### config.mk
export PLATFORM = sky130hd
export DESIGN_NAME = line_fill_buffer
export DESIGN_NICKNAME = d
export VERILOG_FILES = /design/src/rtl/line_fill_buffer.sv
export SDC_FILE = /design/constraint.sdc
export NUM_CORES = 1
export LEC_CHECK = 0
export ABC_AREA = 1
export CAP_MARGIN = 20
export CORE_MARGIN = 2
export CORE_UTILIZATION = 30
export DETAILED_ROUTE_END_ITERATION = 8
export SETUP_SLACK_MARGIN = 0.1
export SLEW_MARGIN = 10
export SYNTH_ARGS = -nofsm -noshare
export SYNTH_HDL_FRONTEND = slang
export SYNTH_SLANG_ARGS = --single-unit
### constraint.sdc
create_clock -name clk -period 5.1 [get_ports clk]
set_input_delay 0.51 -clock clk [delete_from_list [all_inputs] [get_ports clk]]
set_output_delay 0.51 -clock clk [all_outputs]
set_load 0.01 [all_outputs]
### src/rtl/line_fill_buffer.sv
// line_fill_buffer: fetches one 32-byte line as four 64-bit beats and writes it to one of four data-array ways.
// Revision 1.0
`default_nettype none

module line_fill_buffer #(
   parameter int ADDR_WIDTH      = 13,
   parameter int LINE_ADDR_WIDTH = 27
) (
   input  logic                       clk,
   input  logic                       reset,
   input  logic                       fill_req,
   input  logic [LINE_ADDR_WIDTH-1:0] fill_line_addr,
   input  logic [1:0]                 fill_way,
   output logic                       fill_busy,
   output logic                       fill_done,
   output logic                       mem_req_valid,
   input  logic                       mem_req_ready,
   output logic [LINE_ADDR_WIDTH-1:0] mem_req_addr,
   input  logic                       mem_rsp_valid,
   input  logic [63:0]                mem_rsp_data,
   output logic [3:0]                 dsram_write,
   output logic [ADDR_WIDTH-1:0]      dsram_a,
   output logic [31:0]                dsram_be,
   output logic [255:0]               dsram_wd
);

   typedef enum logic [2:0] {
      S_IDLE  = 3'd0,
      S_REQ   = 3'd1,
      S_BEAT  = 3'd2,
      S_WRITE = 3'd3,
      S_DONE  = 3'd4
   } state_t;

   state_t                     state_q;
   logic [1:0]                 beat_q;
   logic [LINE_ADDR_WIDTH-1:0] addr_q;
   logic [1:0]                 way_q;
   logic [255:0]               wd_q;

   always_ff @(posedge clk) begin
      if (reset) begin
         state_q <= S_IDLE;
         beat_q  <= 2'd0;
         addr_q  <= '0;
         way_q   <= 2'd0;
         wd_q    <= '0;
      end else begin
         case (state_q)
            S_IDLE: begin
               if (fill_req) begin
                  addr_q  <= fill_line_addr;
                  way_q   <= fill_way;
                  beat_q  <= 2'd0;
                  state_q <= S_REQ;
               end
            end
            S_REQ: begin
               if (mem_req_ready) state_q <= S_BEAT;
            end
            S_BEAT: begin
               // Beats land in ascending 64-bit lanes; the fourth beat completes the line.
               if (mem_rsp_valid) begin
                  wd_q[{beat_q, 6'd0} +: 64] <= mem_rsp_data;
                  beat_q <= beat_q + 2'd1;
                  if (beat_q == 2'd3) state_q <= S_WRITE;
               end
            end
            S_WRITE: state_q <= S_DONE;
            S_DONE:  state_q <= S_IDLE;
            default: state_q <= S_IDLE;
         endcase
      end
   end

   assign fill_busy     = (state_q != S_IDLE);
   assign fill_done     = (state_q == S_DONE);
   assign mem_req_valid = (state_q == S_REQ);
   assign mem_req_addr  = addr_q;
   assign dsram_write   = (state_q == S_WRITE) ? (4'b0001 << way_q) : 4'b0000;
   assign dsram_a       = addr_q[ADDR_WIDTH-1:0];
   assign dsram_be      = 32'hFFFF_FFFF;
   assign dsram_wd      = wd_q;

endmodule

`default_nettype wire

==> flow_metrics.tcl, run 1 <==
set metrics [dict create \
    final_util_pct 42.7 \
    drive_gt1_share_pct 4.58 \
    grt_pass1_wl_um 79900 \
    ys.flop_type "dfxtp_1" \
    synth_cell_types 25 \
    track_usage_pct 22.1 \
    worstSetupStartpointType "flop" \
    fp.dieW_um 216 \
    grt_max_degree 123 \
    grt_pass1_vias 13000 \
    post-cts-setup-buffers 0 \
    final_nets 2409 \
    dieArea_um2 46500 \
    io_buffers 400 \
    hold_buffers 0 \
    routabilityCongestion 0.863 \
    max-slew-margin-rel_pct 30.0 \
    fp.dieH_um 216 \
    clock_skew_ns 0.0161 \
    hpwl_um 36600 \
    start_util_pct 30.4 \
    htreeDepth 2 \
    route.detailed.drc 0 \
    crit_type "flop to flop" \
    synth_top_area_share_pct 43.2 \
    numCtsBuffers 37 \
    maxSlewViolCount 0 \
    drtAntennaViolNets 0 \
    cts_tree "yes" \
    use_met1_pct 31.6 \
    rsz0062_at_grt "false" \
    final.setup.tns_ns 0 \
    wire_per_inst_um 18.2 \
    num_io_pins 433 \
    fin_crit_sh_pct 60.5 \
    min_path_type "flop to flop" \
    grt_use_met3_pct 6.23 \
    syn_avg_cell_area_um2 6.64 \
    crit_end "dsram_wd[191]$_SDFFE_PP0P_" \
    wl_um 53300 \
    hold_viol 0 \
    fin_cells 2931 \
    critPathArrivalTime_ns 3.53 \
    syn_inst 2025 \
    critPathMaxFanout 48 \
    areaGrowthSynthToFinish_pct 40.5 \
    cts_sinks 290 \
    cap_violations 0 \
    synth_largest_area_cell "dfxtp_1" \
    r2r_start "state_q[0]$_SDFFE_PP0P_" \
    r2r_end "dsram_wd[191]$_SDFFE_PP0P_" \
    synth_most_common_cell "nand2_1" \
    setup_violations 0 \
    ys_async_sr_fraction_pct 0 \
    core_um2 44200 \
    root_buffer "clkbuf_16" \
    crit_start "state_q[0]$_SDFFE_PP0P_" \
    syn_area_um2 13400 \
    final_area_um2 18900 \
    peakVddDrop_mv 0.331 \
    grt_overflow 0 \
    path_clk_slew_ns 0.06 \
    reg2reg_depth 7 \
    drtIter0Drc 1080 \
    place_ws_ns 1.71 \
    outcome "complete, no violations" \
    setup_slack_ns 2.01 \
    power_leakage_nw 7.04 \
    p_per_area_nw_per_um2 450 \
    use_met2_pct 31.6 \
    clk_latency_ns 0.56 \
    antenna_found_initial 4 \
    cts_buffer_depth 3 \
    tightest_slew_ns 1.05 \
    placed_cell_area_um2 17400 \
    vias 14000 \
    holdPathStages 2 \
    cts_resized 0 \
    end_kind "flop" \
    ys_seq_area_share_pct 43.2 \
    min_period_ns 3.09 \
    fmax_mhz 324 \
    fill_cells 4537 \
    synthTopCellsByCount "539 x nand2_1, 397 x nor2_1, 290 x dfxtp_1" \
    yosysWarnings 0 \
    drt-vias-per-instance 4.79 \
    fp-row-count 77 \
    yosys-top-cells-area "dfxtp_1 43%, nand2_1 15%, nor2_1 11%" \
    reg2reg_setup_slack_ns 2.01 \
    busiest_layer "met2" \
    yosys_register_bits 290 \
    dp_cells 2854 \
    cp.required_ns 5.55 \
    synth_edf_count 0 \
    drt_first_pass_iters 5 \
]
==> sequential cells by signal, summed over array words and instances (netlist names) <==
name / flops
dsram_wd: 256
beat_q: 2
mem_req_addr: 27
state_q: 3
way_q: 2
==> kinds of logic after synthesis <==
kind of cell | share of synthesized area [%]
AND/OR/NAND/NOR | 34.8
buffers and inverters | 10.0
adder cells (fa/ha/maj) | 0.559
flip-flops | 43.2
other | 0.0279
AO/OA/AOI/OAI | 11.4
==> where the power goes <==
| part | switching [mW] | total [mW] | internal [mW] |
|---|---|---|---|
| Clock | 1.07 | 2.90 | 1.84 |
| Sequential | 0.153 | 2.58 | 2.42 |
| Combinational | 2.13 | 3.02 | 0.891 |
==> worst min path at each step <==
| stage | startpoint | to | slack (ns) |
|---|---|---|---|
| after floorplan | mem_req_addr[13]$_SDFFE_PP0P_ | mem_req_addr[13]$_SDFFE_PP0P_ | 0.47 |
| after global placement | mem_req_addr[21]$_SDFFE_PP0P_ | mem_req_addr[21]$_SDFFE_PP0P_ | 0.43 |
| after detailed placement | mem_req_addr[21]$_SDFFE_PP0P_ | mem_req_addr[21]$_SDFFE_PP0P_ | 0.44 |
| after CTS | mem_req_addr[21]$_SDFFE_PP0P_ | mem_req_addr[21]$_SDFFE_PP0P_ | 0.45 |
| after global routing | mem_req_addr[22]$_SDFFE_PP0P_ | mem_req_addr[22]$_SDFFE_PP0P_ | 0.46 |
| final | mem_req_addr[15]$_SDFFE_PP0P_ | mem_req_addr[15]$_SDFFE_PP0P_ | 0.45 |
==> placed cells by master (no fill, tap or decap), drive strengths merged <==
cell,instances
o21bai,36
nand3b,1
clkbuf,52
buf,21
a21oi,221
nor3,7
clkinv,7
nand2,540
bufinv,6
diode,5
nand4,4
clkdlybuf4s50,399
o21ai,30
conb,32
o21a,1
clkinvlp,2
dfxtp,290
ha,6
nor2,401
nand3,203
inv,75
==> stage by stage <==
step / total power [mW] / hold WS, ns
after global routing: 8.99 / 0.460
after floorplan: 4.63 / 0.468
after CTS: 8.53 / 0.448
after detailed placement: 5.61 / 0.438
final: 8.50 / 0.446
after global placement: 5.56 / 0.431
==> area by class of cell <==
cell class,instances,area [um^2],share of cell area [%]
diodes,5,12.5,0.0663
clock buffers,51,1110,5.89
clock inverters,17,251,1.33
inverters,73,282,1.49
multi-input cells,1482,6450,34.1
flip-flops and latches,290,5810,30.8
well taps,592,741,3.92
repair buffers,421,4230,22.4
==> metal layers <==
metal  part of all wire, %  vias up
li1                      -     6918
met2                    42      499
met3                   8.5       86
met1                    47     6536
met5                     0        -
met4                   3.1        0
==> critical path, stage by stage (launching register included) <==
cell     delay, ns
dfxtp_1       0.36
nor2_2        0.54
nand3_4       0.27
inv_4         0.42
nand2_2       0.72
buf_4         0.47
nor2_1        0.13
nor2_1        0.05
Note: power is estimated with default switching activity, not from simulation.
==> inputs of run 2 (changes only) <==
Clock period 5.1 ns to 2.7 ns, I/O delays scaled along.
==> run 2 against run 1 <==
Register-to-register slack worse by 1.5 ns. Sequential share of layout area up 0.072 points. Power up 84%. Sequential cell count unchanged. Hold slack worse by 0.25 ns. Die area unchanged. Global-route usage up 0.32 points. Critical path depth down 4. Setup slack worse by 1.6 ns. Utilization down 0.091 points. Largest power group unchanged.
==> flow_metrics.tcl, run 2 (synthesis results as in run 1) <==
set metrics [dict create \
    hpwl_um 37600 \
    outcome "complete, no violations" \
    critPathMaxFanout 10 \
    end_kind "primary output" \
    path_clk_slew_ns 0.06 \
    routabilityCongestion 0.876 \
    core_um2 44200 \
    rsz0062_at_grt "false" \
    root_buffer "clkbuf_16" \
    tightest_slew_ns 0.987 \
    maxSlewViolCount 0 \
    crit_type "flop to primary output" \
    grt_pass1_vias 13100 \
    peakVddDrop_mv 0.463 \
    worstSetupStartpointType "flop" \
    htreeDepth 2 \
    route.detailed.drc 0 \
    dieArea_um2 46500 \
    drtAntennaViolNets 0 \
    final.setup.tns_ns 0 \
    critPathArrivalTime_ns 2.06 \
    fp.dieW_um 216 \
    p_clk_share_pct 31.0 \
    internal-power_mw 9.38 \
    fill_cells 4553 \
    num_io_pins 433 \
    drive_gt1_share_pct 4.66 \
    p_sw_share_pct 39.9 \
    p_total_mw 15.6 \
    setup_slack_ns 0.371 \
    final_area_um2 18800 \
    hold_viol 0 \
    antenna_found_initial 3 \
    drt_first_pass_iters 6 \
    drt-vias-per-instance 4.80 \
    p_comb_share_pct 38.0 \
    max-slew-margin-rel_pct 34.2 \
    min_path_type "primary input to flop" \
    clk_latency_ns 0.54 \
    fp-row-count 77 \
    power_leakage_nw 7.03 \
    fp.dieH_um 216 \
    final_nets 2422 \
    cts_buffer_depth 3 \
    hold_buffers 0 \
    cp_top_family "buffers and inverters" \
    cts_tree "yes" \
    cts_sinks 290 \
    numCtsBuffers 36 \
    cp.required_ns 2.43 \
    cap_violations 0 \
    path_cells "nand3_1 -> nor3_1 -> clkdlybuf4s50_1" \
    wire_per_inst_um 18.2 \
    track_usage_pct 22.4 \
    power_frac_seq_pct 31.1 \
    cpPeakStageDelay_ns 0.57 \
    vias 14100 \
    fin_crit_sh_pct 86.3 \
    grt_overflow 0 \
    slowest_stage "clkdlybuf4s50_1" \
    clock_skew_ns 0.0110 \
    io_buffers 400 \
    fmax_mhz 429 \
    p_sw_mw 6.22 \
    setup_violations 0 \
    grt_max_degree 161 \
    p_per_area_nw_per_um2 828 \
    placed_cell_area_um2 17700 \
    grt_pass1_wl_um 81200 \
    path_buf_inv 1 \
    wl_um 53300 \
    areaGrowthSynthToFinish_pct 40.2 \
    place_ws_ns 0.485 \
    mostFrequentLayoutCells "537 x nand2_1, 399 x clkdlybuf4s50_1, 397 x nor2_1" \
    largest_reg_flops 256 \
    start_util_pct 30.4 \
    min_period_ns 2.33 \
    drtIter0Drc 1510 \
    final_common_cell "nand2_1" \
]
run 2: changes by cell type in the layout (fill, tap and decap cells not counted), sizes merged:
cell      previous run  this run
buf                 21        35
bufinv               6         2
clkbuf              52        55
clkinv               7         3
clkinvlp             2         0
diode                5         3
inv                 75        73
run 2: layout make-up:
class	count	area, um^2	share of cell area (%)
Clock buffer	54	1080	5.73
Inverter	73	282	1.49
Timing Repair Buffer	435	4400	23.4
Tap cell	592	741	3.93
Clock inverter	5	75.1	0.398
Antenna cell	3	7.51	0.0398
Multi-Input combinational cell	1482	6450	34.2
Sequential cell	290	5810	30.8
run 2: final timing paths:
kind | slack [ns] | start | cells after the start | endpoint
worst max register to register | 0.51 | beat_q[0]$_SDFFE_PP0P_ | 8 | dsram_wd[236]$_SDFFE_PP0P_
worst max-delay path | 0.37 | state_q[1]$_SDFFE_PP0P_ | 3 | dsram_write[3]
worst min register to register | 0.44 | mem_req_addr[17]$_SDFFE_PP0P_ | 2 | mem_req_addr[17]$_SDFFE_PP0P_
worst min-delay path | 0.19 | reset | 2 | dsram_wd[58]$_SDFFE_PP0P_
run 2: metal layers:
metal / vias up / share of wire [%] / global-route usage (%)
met5: - / 0 / 0
met4: 0 / 3.1 / 7.93
met3: 80 / 7.8 / 4.74
met2: 501 / 42 / 32.5
met1: 6560 / 47 / 32.6
li1: 6930 / - / -
run 2: through the flow:
step,utilization (%),hold slack (ns),cells
global placement,39.9,0.433,2871
finish,42.6,0.191,2934
global route,42.6,0.210,2934
floorplan,-,0.461,2056
detailed placement,40.0,0.433,2872
CTS,42.6,0.181,2931
run 2: power by group through the flow:
| stage | registers [mW] | clock network (mW) | logic (mW) |
|---|---|---|---|
| 6_report | 4.85 | 4.83 | 5.92 |
| 5_1_grt | 4.88 | 5.12 | 6.58 |
| 4_1_cts | 4.84 | 4.95 | 5.95 |
| 3_5_place_dp | 4.93 | 0 | 5.93 |
| 3_3_place_gp | 4.91 | 0 | 5.88 |
| 2_1_floorplan | 4.94 | 0 | 3.80 |
run 2: what timing repair did:
| action | 4_1_cts | 5_1_grt |
|---|---|---|
| resized for setup | 1 | 0 |
| endpoints found under the setup margin | 2 | 0 |
| setup buffers | 0 | 0 |
